--- config.mk ---
export PLATFORM = sky130hd
export DESIGN_NAME = pc_sequencer_flat
export DESIGN_NICKNAME = d
export VERILOG_FILES = /design/src/rtl/pc_sequencer_pkg.sv /design/src/rtl/pc_sequencer_if.sv /design/src/rtl/pc_sequencer_branch_cond.sv /design/src/rtl/pc_sequencer.sv /design/src/flat_wrapper.sv
export SDC_FILE = /design/constraint.sdc
export NUM_CORES = 1
export LEC_CHECK = 0
export ABC_AREA = 1
export CAP_MARGIN = 20
export CELL_PAD_IN_SITES_DETAIL_PLACEMENT = 1
export CELL_PAD_IN_SITES_GLOBAL_PLACEMENT = 2
export CORE_ASPECT_RATIO = 0.6
export CORE_MARGIN = 5
export CORE_UTILIZATION = 20
export DETAILED_ROUTE_END_ITERATION = 12
export HOLD_SLACK_MARGIN = 0.08
export PLACE_DENSITY_LB_ADDON = 0.12
export SYNTH_ARGS = -nofsm -noshare
export SYNTH_HDL_FRONTEND = slang
export SYNTH_SLANG_ARGS = --single-unit
--- constraint.sdc ---
create_clock -name clk -period 3.1 [get_ports clk]
set_clock_uncertainty 0.1 [all_clocks]
set_input_delay 0.62 -clock clk [delete_from_list [all_inputs] [get_ports clk]]
set_output_delay 0.62 -clock clk [all_outputs]
set_load 0.01 [all_outputs]
--- src/rtl/pc_sequencer_pkg.sv ---
// Shared branch encodings and next-PC select type for the PC sequencer.
package pc_sequencer_pkg;

    // Conditional branch funct3 encodings
    localparam logic [2:0] BR_BEQ  = 3'b000;
    localparam logic [2:0] BR_BNE  = 3'b001;
    localparam logic [2:0] BR_BLT  = 3'b100;
    localparam logic [2:0] BR_BGE  = 3'b101;
    localparam logic [2:0] BR_BLTU = 3'b110;
    localparam logic [2:0] BR_BGEU = 3'b111;

    // Source of the next fetch PC
    typedef enum logic [2:0] {
        SEL_RESET,
        SEL_TRAP,
        SEL_REDIR,
        SEL_HOLD,
        SEL_SEQ
    } next_sel_e;

endpackage

--- src/rtl/pc_sequencer_if.sv ---
// Fetch handshake plus branch/jump/trap resolution bundle around the PC sequencer.
// master: the sequencer itself; slave: imem + control/execute side.
interface pc_sequencer_if #(
    parameter int unsigned XLEN = 64
);
    logic            fetch_valid;
    logic            fetch_ready;
    logic [XLEN-1:0] pc;
    logic [XLEN-1:0] pc_plus4;
    logic            stall;
    logic [XLEN-1:0] res_pc;
    logic            br_valid;
    logic [2:0]      br_funct3;
    logic            cmp_zero;
    logic            cmp_lt;
    logic            cmp_ltu;
    logic            jmp_valid;
    logic            jmp_reg;
    logic [XLEN-1:0] jmp_base;
    logic [XLEN-1:0] imm;
    logic            trap_valid;
    logic [XLEN-1:0] trap_target;
    logic            flush;
    logic            br_taken;
    logic            misalign_exc;
    logic [XLEN-1:0] misalign_addr;

    modport master (
        output fetch_valid, pc, pc_plus4, flush, br_taken, misalign_exc, misalign_addr,
        input  fetch_ready, stall, res_pc, br_valid, br_funct3, cmp_zero, cmp_lt, cmp_ltu,
        input  jmp_valid, jmp_reg, jmp_base, imm, trap_valid, trap_target
    );

    modport slave (
        input  fetch_valid, pc, pc_plus4, flush, br_taken, misalign_exc, misalign_addr,
        output fetch_ready, stall, res_pc, br_valid, br_funct3, cmp_zero, cmp_lt, cmp_ltu,
        output jmp_valid, jmp_reg, jmp_base, imm, trap_valid, trap_target
    );

endinterface

--- src/rtl/pc_sequencer_branch_cond.sv ---
// Branch condition decode: funct3 plus comparator flags -> taken.
module pc_sequencer_branch_cond
    import pc_sequencer_pkg::*;
(
    input  logic [2:0] funct3_i,
    input  logic       cmp_zero_i,
    input  logic       cmp_lt_i,
    input  logic       cmp_ltu_i,
    output logic       taken_o
);

    // Reserved encodings 010/011 never take
    always_comb begin
        taken_o = 1'b0;
        case (funct3_i)
            BR_BEQ:  taken_o = cmp_zero_i;
            BR_BNE:  taken_o = ~cmp_zero_i;
            BR_BLT:  taken_o = cmp_lt_i;
            BR_BGE:  taken_o = ~cmp_lt_i;
            BR_BLTU: taken_o = cmp_ltu_i;
            BR_BGEU: taken_o = ~cmp_ltu_i;
            default: taken_o = 1'b0;
        endcase
    end

endmodule

--- src/rtl/pc_sequencer.sv ---
// Fetch PC sequencer: sequential fetch, stall, branch/jump/trap redirect with flush pulse,
// and misaligned-target detection.
module pc_sequencer
    import pc_sequencer_pkg::*;
#(
    parameter int unsigned     XLEN         = 64,
    parameter logic [XLEN-1:0] RESET_VECTOR = '0,
    parameter int unsigned     IALIGN       = 4
) (
    input  logic           clk,
    input  logic           rst,
    pc_sequencer_if.master bus
);

    localparam logic [XLEN-1:0] AlignMask = XLEN'(IALIGN - 1);
    localparam logic [XLEN-1:0] Four      = XLEN'(4);

    logic [XLEN-1:0] pc_q, pc_d;
    logic            fv_q, fv_d;
    logic            flush_q, flush_d;
    logic            mexc_q, mexc_d;
    logic [XLEN-1:0] maddr_q, maddr_d;

    logic            cond_taken;
    logic            redir;
    logic [XLEN-1:0] base;
    logic [XLEN-1:0] sum;
    logic [XLEN-1:0] target;
    logic            misaligned;
    logic [XLEN-1:0] pc_inc;
    next_sel_e       sel;

    pc_sequencer_branch_cond u_branch_cond (
        .funct3_i   (bus.br_funct3),
        .cmp_zero_i (bus.cmp_zero),
        .cmp_lt_i   (bus.cmp_lt),
        .cmp_ltu_i  (bus.cmp_ltu),
        .taken_o    (cond_taken)
    );

    // Single target adder shared by branch, JAL and JALR; jumps win over branches
    always_comb begin
        redir      = bus.jmp_valid | (bus.br_valid & cond_taken);
        base       = (bus.jmp_valid && bus.jmp_reg) ? bus.jmp_base : bus.res_pc;
        sum        = base + bus.imm;
        target     = (bus.jmp_valid && bus.jmp_reg) ? {sum[XLEN-1:1], 1'b0} : sum;
        misaligned = |(target & AlignMask);
        pc_inc     = pc_q + Four;
    end

    // Next-PC source in priority order
    always_comb begin
        sel = SEL_HOLD;
        if (rst) begin
            sel = SEL_RESET;
        end else if (bus.trap_valid) begin
            sel = SEL_TRAP;
        end else if (redir && !misaligned) begin
            sel = SEL_REDIR;
        end else if (redir) begin
            sel = SEL_HOLD;
        end else if (bus.stall || !fv_q || !bus.fetch_ready) begin
            sel = SEL_HOLD;
        end else begin
            sel = SEL_SEQ;
        end
    end

    // Next-state for PC, valid and the pulse/capture registers
    always_comb begin
        pc_d    = pc_q;
        fv_d    = 1'b1;
        flush_d = 1'b0;
        mexc_d  = 1'b0;
        maddr_d = maddr_q;
        unique case (sel)
            SEL_RESET: begin
                pc_d    = RESET_VECTOR;
                fv_d    = 1'b0;
                maddr_d = '0;
            end
            SEL_TRAP: begin
                pc_d    = bus.trap_target;
                flush_d = 1'b1;
            end
            SEL_REDIR: begin
                pc_d    = target;
                flush_d = 1'b1;
            end
            SEL_HOLD: begin
                // A redirect landing here is a misaligned target: report it, keep the PC
                if (redir) begin
                    mexc_d  = 1'b1;
                    maddr_d = target;
                end
            end
            SEL_SEQ: begin
                pc_d = pc_inc;
            end
            default: begin
                pc_d = pc_q;
            end
        endcase
    end

    // State registers with synchronous reset
    always_ff @(posedge clk) begin
        if (rst) begin
            pc_q    <= RESET_VECTOR;
            fv_q    <= 1'b0;
            flush_q <= 1'b0;
            mexc_q  <= 1'b0;
            maddr_q <= '0;
        end else begin
            pc_q    <= pc_d;
            fv_q    <= fv_d;
            flush_q <= flush_d;
            mexc_q  <= mexc_d;
            maddr_q <= maddr_d;
        end
    end

    assign bus.fetch_valid   = fv_q;
    assign bus.pc            = pc_q;
    assign bus.pc_plus4      = pc_inc;
    assign bus.flush         = flush_q;
    assign bus.br_taken      = redir;
    assign bus.misalign_exc  = mexc_q;
    assign bus.misalign_addr = maddr_q;

endmodule

--- src/flat_wrapper.sv ---
// flat-port wrapper written by rule: the top's interface ports become plain ports
module pc_sequencer_flat import pc_sequencer_pkg::*;
#(
    parameter int unsigned     XLEN         = 64,
    parameter logic [XLEN-1:0] RESET_VECTOR = '0,
    parameter int unsigned     IALIGN       = 4
)
  (clk, rst, bus_fetch_valid, bus_pc, bus_pc_plus4, bus_flush, bus_br_taken, bus_misalign_exc, bus_misalign_addr, bus_fetch_ready, bus_stall, bus_res_pc, bus_br_valid, bus_br_funct3, bus_cmp_zero, bus_cmp_lt, bus_cmp_ltu, bus_jmp_valid, bus_jmp_reg, bus_jmp_base, bus_imm, bus_trap_valid, bus_trap_target);
  pc_sequencer_if #(.XLEN(XLEN)) bus_i ();
  input  logic clk;
  input  logic rst;
  output wire logic [$bits(bus_i.fetch_valid)-1:0] bus_fetch_valid;
  output wire logic [$bits(bus_i.pc)-1:0] bus_pc;
  output wire logic [$bits(bus_i.pc_plus4)-1:0] bus_pc_plus4;
  output wire logic [$bits(bus_i.flush)-1:0] bus_flush;
  output wire logic [$bits(bus_i.br_taken)-1:0] bus_br_taken;
  output wire logic [$bits(bus_i.misalign_exc)-1:0] bus_misalign_exc;
  output wire logic [$bits(bus_i.misalign_addr)-1:0] bus_misalign_addr;
  input wire logic [$bits(bus_i.fetch_ready)-1:0] bus_fetch_ready;
  input wire logic [$bits(bus_i.stall)-1:0] bus_stall;
  input wire logic [$bits(bus_i.res_pc)-1:0] bus_res_pc;
  input wire logic [$bits(bus_i.br_valid)-1:0] bus_br_valid;
  input wire logic [$bits(bus_i.br_funct3)-1:0] bus_br_funct3;
  input wire logic [$bits(bus_i.cmp_zero)-1:0] bus_cmp_zero;
  input wire logic [$bits(bus_i.cmp_lt)-1:0] bus_cmp_lt;
  input wire logic [$bits(bus_i.cmp_ltu)-1:0] bus_cmp_ltu;
  input wire logic [$bits(bus_i.jmp_valid)-1:0] bus_jmp_valid;
  input wire logic [$bits(bus_i.jmp_reg)-1:0] bus_jmp_reg;
  input wire logic [$bits(bus_i.jmp_base)-1:0] bus_jmp_base;
  input wire logic [$bits(bus_i.imm)-1:0] bus_imm;
  input wire logic [$bits(bus_i.trap_valid)-1:0] bus_trap_valid;
  input wire logic [$bits(bus_i.trap_target)-1:0] bus_trap_target;
  assign bus_fetch_valid = bus_i.fetch_valid;
  assign bus_pc = bus_i.pc;
  assign bus_pc_plus4 = bus_i.pc_plus4;
  assign bus_flush = bus_i.flush;
  assign bus_br_taken = bus_i.br_taken;
  assign bus_misalign_exc = bus_i.misalign_exc;
  assign bus_misalign_addr = bus_i.misalign_addr;
  assign bus_i.fetch_ready = bus_fetch_ready;
  assign bus_i.stall = bus_stall;
  assign bus_i.res_pc = bus_res_pc;
  assign bus_i.br_valid = bus_br_valid;
  assign bus_i.br_funct3 = bus_br_funct3;
  assign bus_i.cmp_zero = bus_cmp_zero;
  assign bus_i.cmp_lt = bus_cmp_lt;
  assign bus_i.cmp_ltu = bus_cmp_ltu;
  assign bus_i.jmp_valid = bus_jmp_valid;
  assign bus_i.jmp_reg = bus_jmp_reg;
  assign bus_i.jmp_base = bus_jmp_base;
  assign bus_i.imm = bus_imm;
  assign bus_i.trap_valid = bus_trap_valid;
  assign bus_i.trap_target = bus_trap_target;
  pc_sequencer #(.XLEN(XLEN), .RESET_VECTOR(RESET_VECTOR), .IALIGN(IALIGN)) u_core (.clk(clk), .rst(rst), .bus(bus_i));
endmodule
**Word level (Yosys, flattened, before mapping)**

Cells that the tools add are included.

- Add/subtract/negate cells: 2
- $mul: 0
- Div/mod/pow operators: 0
- Order comparisons: 0
- Equal/unequal tests: 10
- Shift-type cells: 0
- Mux-type cells: 14
- Bitwise logic cells: 6
- Reduce and logical (&&, ||, !) cells: 15

Operator list:

| cell | count |
|---|---|
| one-hot mux 64 bit (4 select lines) | 1 |
| two-way mux 64 bit | 2 |
| one-hot mux 64 bit (2 select lines) | 1 |
| adder 64 x 3 -> 64 bit (second input constant) | 1 |
| adder 64 bit | 1 |
| == test 3 bit (second input constant) | 5 |
| two-way mux 3 bit | 5 |
| == test 3 x 1 -> 1 bit (second input constant) | 2 |
| == test 3 x 2 -> 1 bit (second input constant) | 2 |
| logical NOT 3 bit | 2 |
| one-hot mux 1 bit (6 select lines) | 1 |
| OR reduction 2 bit | 3 |
| two-way mux 1 bit | 4 |
| NOT 1 bit | 4 |
| nonzero test 4 bit | 1 |
| logical NOT 1 bit | 3 |
| logical AND 1 bit | 2 |
| logical OR 1 bit | 2 |
| inequality test 2 x 1 -> 1 bit (second input constant) | 1 |
| AND reduction 2 bit | 1 |
| nonzero test 2 bit | 1 |
| bitwise AND 1 bit | 1 |
| bitwise OR 1 bit | 1 |

- Bits in registers: 131
- Bits in latches: 0
- Bits in writable memories: 0
- Bits in read-only memories: 0
- Output and inout port bits: 196
- Memories kept: 0

**Depth between registers and ports, before layout**

Gate-level depths: netlist of run 1.

- Depth after elaboration: 13
- Gate-level depth with buffers: 21
- Depth with buffers taken out: 20

**By module**

A second synthesis of run 1 with hierarchy kept.

- Cell total of the unflattened synthesis: 2,631
- Area total of the unflattened synthesis: 13,985.9 µm²

By module, submodules not included:

| module | instances | cells an instance | area each (µm²) | seq. area each (µm²) |
|---|---|---|---|---|
| pc_sequencer | 1 | 2,615 | 13,917.1 | 2,622.5 |
| pc_sequencer_branch_cond | 1 | 16 | 68.8 | 0.0 |

**Worst setup path after synthesis of run 1**

No wires, ideal clock.

- Kind: input to register
- Start: input bus_jmp_reg
- End: register u_core.maddr_q[25] (netlist: u_core.bus.misalign_addr[25])
- Setup time: 58 ps
- Data arrival time: 2,919 ps
- Required time: 2,942 ps
- Setup slack: 23 ps
- Cell stages on the path: 16
- Path buffers: 4
- Cells stage by stage: nand2_1 > clkbuf_1 > clkbuf_1 > nand2_1 > nand2_1 > ha_1 > fa_1 > nor2_1 > nand2_4 > nand3_2 > nand2_1 > inv_2 > buf_6 > buf_4 > nand2_1 > nand2_1

- Word-level cells in the longest chain between the ends: 13
- Elaborated cells between the ends (all ways): 17
- Those cells by class: add/sub: 1; eq/ne: 2; mux: 7; reduce/logical: 7

Ends and longest elaborated chain:

| element | line | source |
|---|---|---|
| start: declaration | flat_wrapper.sv:28 | `input wire logic [$bits(bus_i.jmp_reg)-1:0] bus_jmp_reg;` |
| logical AND 1 bit * | pc_sequencer.sv:44, pc_sequencer.sv:46 |  |
| two-way mux 64 bit | pc_sequencer.sv:44 | `base = (bus.jmp_valid && bus.jmp_reg) ? bus.jmp_base : bus.res_pc;` |
| adder 64 bit | pc_sequencer.sv:45 | `sum = base + bus.imm;` |
| two-way mux 1 bit | pc_sequencer.sv:46 | `target = (bus.jmp_valid && bus.jmp_reg) ? {sum[XLEN-1:1], 1'b0} : sum;` |
| OR reduction 2 bit | pc_sequencer.sv:47 | `misaligned = \|(target & AlignMask);` |
| logical NOT 1 bit | pc_sequencer.sv:58 | `end else if (redir && !misaligned) begin` |
| logical AND 1 bit | pc_sequencer.sv:58 |  |
| two-way mux 3 bit | pc_sequencer.sv:58 |  |
| two-way mux 3 bit | pc_sequencer.sv:56 | `end else if (bus.trap_valid) begin` |
| two-way mux 3 bit | pc_sequencer.sv:54 | `if (rst) begin` |
| == test 3 x 2 -> 1 bit / logical NOT 3 bit (equally long branches) | pc_sequencer.sv:76 | `unique case (sel)` |
| inequality test 2 x 1 -> 1 bit (no source line) / nonzero test 2 bit (equally long branches) | n/a |  |
| AND reduction 2 bit (no source line) | n/a |  |
| end signal: assignment | pc_sequencer.sv:119 | `maddr_q <= maddr_d;` |
| end: declaration | pc_sequencer.sv:22 | `logic [XLEN-1:0] maddr_q, maddr_d;` |

Every way passes the cells marked *; elsewhere a longest branch is shown, timed or not. The select of a mux whose other input is x is not followed.
A chain may end at the register's enable or synchronous reset.

**Worst setup path after layout of run 1**

- Start: register u_core.pc_q[36] (netlist: u_core.bus.pc[36])
- End: output bus_pc_plus4[54]

- Word-level cells in the longest chain between the ends: 1

Ends and longest elaborated chain:

| element | line | source |
|---|---|---|
| start: declaration | pc_sequencer.sv:18 | `logic [XLEN-1:0] pc_q, pc_d;` |
| start signal: assignment | pc_sequencer.sv:115 | `pc_q <= pc_d;` |
| adder 64 x 3 -> 64 bit | pc_sequencer.sv:48 | `pc_inc = pc_q + Four;` |
| end: declaration | flat_wrapper.sv:14 | `output wire logic [$bits(bus_i.pc_plus4)-1:0] bus_pc_plus4;` |

No other way between the ends.

==> flow_metrics.env, run 1 <==
export IMPL_antenna_left=0
export IMPL_setup_tns_ns=-0.0869
export IMPL_outcome="finished with violations"
export IMPL_maxCapViolCount=0
export IMPL_rsz0062_at_grt="yes"
export IMPL_ys_warn_count=0
export IMPL_cpMostUsedCell="nand2_1"
export IMPL_cts_root_buf="clkbuf_16"
export IMPL_r2r_start="u_core.bus.pc[27]"
export IMPL_clk_path_buf_depth=3
export IMPL_endpoint="bus_pc_plus4[54]"
export IMPL_cts_inserted_buffers=25
export IMPL_crit_fanout=4
export IMPL_max_slew_margin_pct=50.7
export IMPL_grt_pass1_wl_um=143000
export IMPL_syn_inst=2704
export IMPL_clk_latency_ns=0.50
export IMPL_hold_buffers=0
export IMPL_drt_iter0_drc=1409
export IMPL_cp_required_ns=2.38
export IMPL_drc=0
export IMPL_finalHoldViolations=0
export IMPL_num_vias=20800
export IMPL_synth_cell_types=35
export IMPL_critPathKind="reg2out"
export IMPL_postSynthAreaPerCell_sq_um=5.25
export IMPL_ios=466
export IMPL_gp_congestion=0.954
export IMPL_finalCriticalPeriod_ns=3.15
export IMPL_h_tree_depth=4
export IMPL_design_die_area_sq_um=76600
export IMPL_violations="negative setup slack"
export IMPL_arrival_ns=2.43
export IMPL_layout_setup_ws_ns=-0.0508
export IMPL_crit_family="simple AND/OR/NAND/NOR gates"
export IMPL_startpoint_type="flop"
export IMPL_clock_sinks=131
export IMPL_worst_slew_pin_slew_ns=0.740
export IMPL_setup_viol=3
export IMPL_syn_to_final_growth_pct=95.3
export IMPL_routed_wl_um=102000
export IMPL_syn_cell_area_sq_um=14200
export IMPL_wl_per_cell_um=22.2
export IMPL_die_h_um=216
export IMPL_cts_tree="yes"
export IMPL_cp_num_buf_inv=5
export IMPL_syn_nets=3046
export IMPL_r2r_cells=14
export IMPL_grt_use_total_pct=25.3
export IMPL_rows=75
export IMPL_worstHoldStart="u_core.bus.misalign_addr[4]"
export IMPL_cts_clk_slew_worst_paths_ns=0.06
export IMPL_final_common_cell="nand2_1"
export IMPL_fin_util_pct=39.6
export IMPL_layout_common_cells="nand2_1, buf_4, inv_1"
export IMPL_drive_gt1_share_pct=31.7
export IMPL_peakVddDrop_mv=0.295
export IMPL_powerDensity_nw_per_um2=347
export IMPL_dieWidth_um=354
export IMPL_crit_cells=12
export IMPL_final_fill_count=8949
export IMPL_initial_core_util_pct=20.3
export IMPL_fmax_mhz=317
export IMPL_finalMaxSlewViolations=0
export IMPL_synth_seq_cells=131
export IMPL_grt_pass1_vias=21300
export IMPL_post_route_period_util_pct=102
export IMPL_reg2reg_to="u_core.bus.pc[46]"
export IMPL_seq_area_frac_synth_pct=18.5
export IMPL_nNetsFinal=4011
export IMPL_endpoint_kind="output pin"
export IMPL_grt_max_degree=57
export IMPL_core_sq_um=70100
export IMPL_total_leakage_power_nw=13.9
export IMPL_grt_antenna_before_repair=4
export IMPL_power_mw=9.64
export IMPL_cp_slowest_cell="dfxtp_4"
export IMPL_via_per_inst=4.52
export IMPL_crit_start="u_core.bus.pc[36]"
export IMPL_grt_overflow_total=0
export IMPL_path_cells="clkinvlp_4 > buf_6 > nor3_4 > nand2_4 > nor2_4 > buf_4 > nand2_1 > nor2_1 > nand2_1 > nand2_2 > inv_1 > buf_2"
export IMPL_hpwl_um=86400
export IMPL_r2r_slack_ns=0.64
export IMPL_slowest_delay_ns=0.40
export IMPL_dr_pass1_iters=5
export IMPL_portBuffers=465
export IMPL_hp_class="reg2reg"
==> cell type report <==
cell class | instances | area (sq um) | area share, %
Clock buffer | 30 | 684 | 2.47
Inverter | 452 | 1730 | 6.22
Sequential cell | 131 | 2700 | 9.73
Antenna cell | 1 | 2.50 | 0.00902
Multi-Input combinational cell | 2057 | 12300 | 44.5
Tap cell | 924 | 1160 | 4.17
Clock inverter | 3 | 40.0 | 0.144
Timing Repair Buffer | 1002 | 9100 | 32.8
==> per-stage QoR <==
step           instances  hold WS [ns]  worst slack, ns  cell area [sq um]
2_1_floorplan       2704         0.369           0.0231              14200
3_3_place_gp        4512         0.333            -1.00              23600
3_5_place_dp        4512         0.333           -0.992              23600
4_1_cts             4573         0.348           -0.158              26000
5_1_grt             4599         0.370           -0.115              27700
6_report            4600         0.348          -0.0508              27700
==> cell families after synthesis <==
kind of cell | Yosys count | share of synthesized area, %
XOR/XNOR | 69 | 4.25
AO/OA/AOI/OAI | 123 | 5.18
AND/OR/NAND/NOR | 1792 | 51.5
buffers and inverters | 516 | 14.2
flip-flops | 131 | 18.5
adder cells (fa/ha/maj) | 72 | 6.40
multiplexers | 1 | 0.0705
==> sequential cells by signal, summed over array words and instances, names as in the netlist <==
signal / flops
u_core.bus.fetch_valid: 1
u_core.bus.flush: 1
u_core.bus.misalign_addr: 64
u_core.bus.pc: 64
u_core.bus.misalign_exc: 1
==> layer usage <==
layer / GRT usage [%] / wire length (um)
met3: 4.09 / 5040
met2: 39.6 / 44900
met4: 2.72 / 941
met1: 37.5 / 51400
met5: 0 / 0
==> worst reg2reg max path: stages, from the launching register on <==
cell     delay [ns]
dfxtp_1        0.34
buf_4          0.12
nand2_1        0.15
nor2_2         0.23
nand2_2        0.13
nor2_4         0.23
buf_6          0.13
nand3_1        0.08
xor2_1         0.16
buf_4          0.13
buf_4          0.12
buf_4          0.12
buf_4          0.12
o21a_1         0.19
nand3_1        0.08
==> timing repair <==
item                       in CTS  in global routing
cloned                          3                  1
gates resized for setup       485                432
buffers inserted               26                 27
pin swaps                      53                104
setup endpoints to repair     165                135
==> power breakdown <==
group,switching [mW],internal (mW)
clock,0.875,1.61
sequential,0.239,1.89
combinational,2.70,2.32
total,3.82,5.82
==> worst min path at each step <==
stage | end | slack (ns) | cells after the start
finish | u_core.bus.misalign_addr[4] | 0.35 | 2
floorplan | u_core.bus.misalign_addr[33] | 0.37 | 2
CTS | u_core.bus.misalign_addr[4] | 0.35 | 2
global placement | u_core.bus.misalign_addr[36] | 0.33 | 2
global route | u_core.bus.misalign_addr[7] | 0.37 | 2
detailed placement | u_core.bus.misalign_addr[4] | 0.33 | 2
==> Yosys cell counts (all sizes together) <==
cell type / instances / area (sq um)
dfxtp: 131 / 2620
or2: 2 / 12.5
ha: 71 / 888
inv: 451 / 1690
a21oi: 58 / 290
and3: 5 / 31.3
and2: 3 / 18.8
nand2: 1213 / 4570
xor2: 66 / 578
nor3: 26 / 130
nor4: 7 / 43.8
nand3: 179 / 901
o211ai: 11 / 82.6
o21ai: 17 / 85.1
o21a: 17 / 128
nand4: 79 / 494
and3b: 1 / 8.76
mux2i: 1 / 10.0
buf: 30 / 189
nand3b: 15 / 113
a22oi: 6 / 45.0
fa: 1 / 20.0
clkbuf: 34 / 128
nor2: 262 / 991
o21bai: 6 / 45.0
xnor2: 3 / 26.3
a21boi: 8 / 60.1
clkinv: 1 / 3.75
Note: power is estimated with default switching activity, not from simulation.
==> run 2, diff against run 1 <==
- CORE_UTILIZATION: 20 -> 28
- DONT_BUFFER_PORTS: not set -> 1
==> run 2 against run 1 <==
The flow now finishes without violations. Count of clock-buffer cells in the layout shrank 13. Largest power group unchanged. Via count shrank 12%. Final cell count shrank 19%. Maximum frequency grew 2.7%. Combinational power shrank 35%. Core utilization shrank 1.9 points. Critical path depth shrank 4.
==> flow_metrics.env, run 2 (synthesized netlist as in run 1, its figures left out) <==
export IMPL_outcome="complete, no violations"
export IMPL_drt_iter0_drc=1390
export IMPL_critPathKind="reg2out"
export IMPL_clk_latency_ns=0.45
export IMPL_finalHoldViolations=0
export IMPL_wl_per_cell_um=23.2
export IMPL_grt_overflow_total=0
export IMPL_max_slew_margin_pct=55.0
export IMPL_worst_slew_pin_slew_ns=0.675
export IMPL_cp_required_ns=2.38
export IMPL_die_h_um=184
export IMPL_grt_max_degree=59
export IMPL_dpl_cell_count=3669
export IMPL_gp_congestion=1.02
export IMPL_finalMaxSlewViolations=0
export IMPL_crit_fanout=4
export IMPL_dr_pass1_iters=5
export IMPL_fmax_mhz=326
export IMPL_final_fill_count=6874
export IMPL_startpoint_type="flop"
export IMPL_finalInstanceArea_sq_um=18700
export IMPL_peakVddDrop_mv=0.375
export IMPL_clock_sinks=131
export IMPL_maxCapViolCount=0
export IMPL_core_sq_um=49700
export IMPL_hp_class="in2reg"
export IMPL_hpwl_um=74200
export IMPL_drc=0
export IMPL_routed_wl_um=86000
export IMPL_layout_common_cells="nand2_1, inv_1, buf_4"
export IMPL_setup_viol=0
export IMPL_portBuffers=0
export IMPL_rows=63
export IMPL_cts_clk_slew_worst_paths_ns=0.07
export IMPL_setup_tns_ns=0
export IMPL_dieWidth_um=301
export IMPL_cts_root_buf="clkbuf_16"
export IMPL_final_common_cell="nand2_1"
export IMPL_num_vias=18300
export IMPL_ios=466
export IMPL_syn_to_final_growth_pct=31.9
export IMPL_clk_path_buf_depth=2
export IMPL_cts_tree="yes"
export IMPL_grt_pass1_wl_um=122000
export IMPL_total_leakage_power_nw=10.4
export IMPL_placed_area_sq_um=17500
export IMPL_grt_antenna_before_repair=3
export IMPL_powerDensity_nw_per_um2=408
export IMPL_drive_gt1_share_pct=17.8
export IMPL_endpoint_kind="output pin"
export IMPL_finalNonFillerCells=3707
export IMPL_grt_pass1_vias=18300
export IMPL_antenna_left=0
export IMPL_h_tree_depth=4
export IMPL_initial_core_util_pct=28.6
export IMPL_cts_inserted_buffers=17
export IMPL_arrival_ns=2.35
export IMPL_nNetsFinal=3352
export IMPL_rsz0062_at_grt="yes"
export IMPL_power_mw=7.64
export IMPL_via_per_inst=4.93
export IMPL_post_route_period_util_pct=99.0
export IMPL_finalCriticalPeriod_ns=3.07
export IMPL_design_die_area_sq_um=55500
export IMPL_grt_use_total_pct=29.5
export IMPL_holdWs_ns=0.148
-- run 2: final cells by class --
class / instances / area [sq um] / share of cell area (%)
diodes: 2 / 5.00 / 0.0267
clock buffers: 17 / 425 / 2.27
clock inverters: 15 / 179 / 0.955
inverters: 452 / 1700 / 9.07
multi-input cells: 2057 / 10100 / 54.0
flip-flops and latches: 131 / 2640 / 14.1
well taps: 682 / 853 / 4.56
repair buffers: 351 / 2820 / 15.0
-- run 2: through the flow --
| stage | setup WS [ns] | utilization (%) |
|---|---|---|
| floorplan | 0.0231 | - |
| global placement | -0.515 | 35.2 |
| detailed placement | -0.573 | 35.2 |
| CTS | 0.000577 | 36.7 |
| global route | -0.0610 | 37.6 |
| finish | 0.0313 | 37.7 |
-- run 2: worst max-delay path, cell delays in order (launching register included) --
cell     delay, ns
dfxtp_1       0.41
inv_1         0.12
nor3_4        0.27
nand2_2       0.18
nor2_2        0.23
nand2_1       0.25
o21ai_0       0.23
nand2_1       0.10
inv_1         0.11
-- run 2: worst paths after layout --
| path | depth (start not counted) | slack [ns] | start | end |
|---|---|---|---|---|
| setup / recovery | 8 | 0.03 | u_core.bus.pc[18] | bus_pc_plus4[54] |
| hold / removal | 1 | 0.15 | rst | u_core.bus.fetch_valid |
| setup reg to reg | 11 | 0.53 | u_core.bus.pc[18] | u_core.bus.pc[54] |
| hold reg to reg | 2 | 0.40 | u_core.bus.misalign_addr[10] | u_core.bus.misalign_addr[10] |
-- run 2: repair_timing --
action / CTS / global route
hold buffers: 0 / 0
pin swaps: 0 / 3
resized for setup: 40 / 126
setup endpoints to repair: 29 / 76
gates cloned: 0 / 1
setup buffers: 0 / 3
-- run 2: report_power, final --
group	internal, mW	leakage, nW	total (mW)	switching (mW)
logic	1.19	8.98	3.26	2.07
clock network	1.10	0.297	2.17	1.08
registers	1.88	1.09	2.21	0.325
-- run 2: routing by layer --
metal | global-route usage (%) | part of all wire (%) | up-vias
li1 | - | - | 8910
met1 | 43.2 | 49 | 8791
met2 | 45.5 | 42 | 513
met3 | 6.22 | 7.1 | 49
met4 | 4.60 | 1.4 | 2
met5 | 0 | 0.015 | -
==> run 3, diff against run 2 <==
- CORE_UTILIZATION: 28 -> 31
- CTS_CLUSTER_DIAMETER: not set -> 120
- clock period: 3.1 -> 3.3 ns (I/O delays scaled with it)
==> run 3 against run 2 <==
Non-clock buffer count shrank 85. Largest power group unchanged. Clock power down 8%. Wire length decreased by 5.1%. Setup slack improved by 0.027 ns. First-iteration DRC count increased by 2.8%. Design area decreased by 6.2%. Die area shrank 9.3%. Power decreased by 9.5%. Sequential cell count is the same. Register-to-register slack gained 0.17 ns. Final cell count is 4.9% lower.
==> flow_metrics.env, run 3 (synthesized netlist as in run 1, its figures left out) <==
export IMPL_fin_util_pct=39.0
export IMPL_cts_root_buf="clkbuf_16"
export IMPL_worst_slew_pin_slew_ns=0.774
export IMPL_grt_pass1_vias=17900
export IMPL_clk_latency_ns=0.44
export IMPL_drt_iter0_drc=1429
export IMPL_die_h_um=176
export IMPL_multiInputGateArea_sq_um=9770
export IMPL_ios=466
export IMPL_peakVddDrop_mv=0.273
export IMPL_syn_to_final_growth_pct=23.7
export IMPL_core_sq_um=45000
export IMPL_total_leakage_power_nw=9.80
export IMPL_r2r_start="u_core.bus.pc[15]"
export IMPL_reg2reg_to="u_core.bus.pc[57]"
export IMPL_maxCapViolCount=0
export IMPL_nNetsFinal=3267
export IMPL_post_cts_buffers=0
export IMPL_clk_path_buf_depth=2
export IMPL_via_per_inst=5.07
export IMPL_rsz0062_at_grt="yes"
export IMPL_dr_pass1_iters=5
export IMPL_finalHoldViolations=0
export IMPL_power_mw=6.92
export IMPL_h_tree_depth=4
export IMPL_final_common_cell="nand2_1"
export IMPL_outcome="complete, no violations"
export IMPL_finalInstanceArea_sq_um=17600
export IMPL_grt_use_total_pct=31.1
export IMPL_grt_max_degree=65
export IMPL_cts_inserted_buffers=17
export IMPL_gp_congestion=0.999
export IMPL_drive_gt1_share_pct=12.7
export IMPL_r2r_slack_ns=0.70
export IMPL_hp_class="in2reg"
export IMPL_grt_pass1_wl_um=117000
export IMPL_placed_area_sq_um=16800
export IMPL_finalCriticalPeriod_ns=3.24
export IMPL_grt_antenna_before_repair=5
export IMPL_num_vias=17900
export IMPL_worstHoldStart="rst"
export IMPL_post_route_period_util_pct=98.2
export IMPL_fmax_mhz=308
export IMPL_final_fill_count=6264
export IMPL_insertedDiodeCount=0
export IMPL_cts_tree="yes"
export IMPL_register_area_sq_um=2640
export IMPL_cts_clk_slew_worst_paths_ns=0.06
export IMPL_setup_tns_ns=0
export IMPL_critPathKind="reg2out"
export IMPL_setup_viol=0
export IMPL_crit_fanout=4
export IMPL_r2r_cells=11
export IMPL_startpoint_type="flop"
export IMPL_dieWidth_um=286
export IMPL_hold_end="u_core.bus.fetch_valid"
export IMPL_antenna_left=0
export IMPL_layout_common_cells="nand2_1, inv_1, buf_4"
export IMPL_arrival_ns=2.48
export IMPL_initial_core_util_pct=31.5
export IMPL_whs_path_depth=1
export IMPL_portBuffers=0
export IMPL_design_die_area_sq_um=50300
export IMPL_drc=0
export IMPL_powerDensity_nw_per_um2=394
export IMPL_grt_overflow_total=0
export IMPL_routed_wl_um=81600
export IMPL_max_slew_margin_pct=48.4
export IMPL_endpoint_kind="output pin"
export IMPL_finalMaxSlewViolations=0
export IMPL_clock_sinks=131
export IMPL_hpwl_um=70900
export IMPL_wl_per_cell_um=23.1
export IMPL_rows=60
export IMPL_cp_required_ns=2.54
export IMPL_holdWs_ns=0.197
[run 3: changes by cell type in the layout (fill, tap and decap cells not counted), sizes merged]
cell	change
clkinvlp	+3
bufinv	+2
clkbuf	+3
clkinv	-1
diode	-2
buf	-84
inv	-8
[run 3: metal layers]
metal	GRT usage (%)	wire length [um]	up-vias	share of wire, %
met3	10.1	7740	90	9.5
met1	43.3	37600	8451	46
met4	6.38	1660	12	2.0
met5	0	84	-	0.10
met2	47.3	34500	599	42
li1	-	-	8725	-
[run 3: stage by stage]
stage	std cells	setup slack, ns
floorplan	2704	0.183
global placement	3495	-0.356
detailed placement	3495	-0.390
CTS	3527	0.00273
global route	3527	-0.00545
finish	3527	0.0583
[run 3: power breakdown]
group / internal [mW] / total [mW] / switching [mW] / leakage [nW]
logic: 0.995 / 2.83 / 1.83 / 8.44
clock network: 1.16 / 2.00 / 0.845 / 0.280
registers: 1.77 / 2.09 / 0.320 / 1.09
[run 3: area by class of cell]
class | count | share of cell area [%]
Tap cell | 589 | 4.20
Clock inverter | 11 | 0.726
Clock buffer | 21 | 2.62
Timing Repair Buffer | 266 | 12.2
Sequential cell | 131 | 15.0
Multi-Input combinational cell | 2057 | 55.6
Inverter | 452 | 9.66
[run 3: worst max-delay path by stage]
stage | start | end | slack [ns] | cells after the start
floorplan | bus_jmp_reg | u_core.bus.misalign_addr[25] | 0.18 | 16
global placement | bus_jmp_reg | u_core.bus.pc[36] | -0.36 | 16
detailed placement | bus_jmp_reg | u_core.bus.pc[58] | -0.39 | 17
CTS | u_core.bus.pc[2] | bus_pc_plus4[58] | 0.003 | 8
global route | u_core.bus.pc[15] | bus_pc_plus4[62] | -0.005 | 10
finish | u_core.bus.pc[18] | bus_pc_plus4[63] | 0.06 | 9
[run 3: timing repair]
action                                  CTS  global route
resized for setup                        10            56
hold buffers                              0             0
endpoints found under the setup margin   13            45
[run 3: worst max-delay path, cell delays in order, from the launching register on]
cell and delay, ns:
dfxtp_1 0.46, nand2_1 0.18, nor3_1 0.28, nand2_1 0.17, nor2_1 0.32, nand2_1 0.19
nor2_1 0.13, nand2_1 0.06, nand2_1 0.15, inv_1 0.10
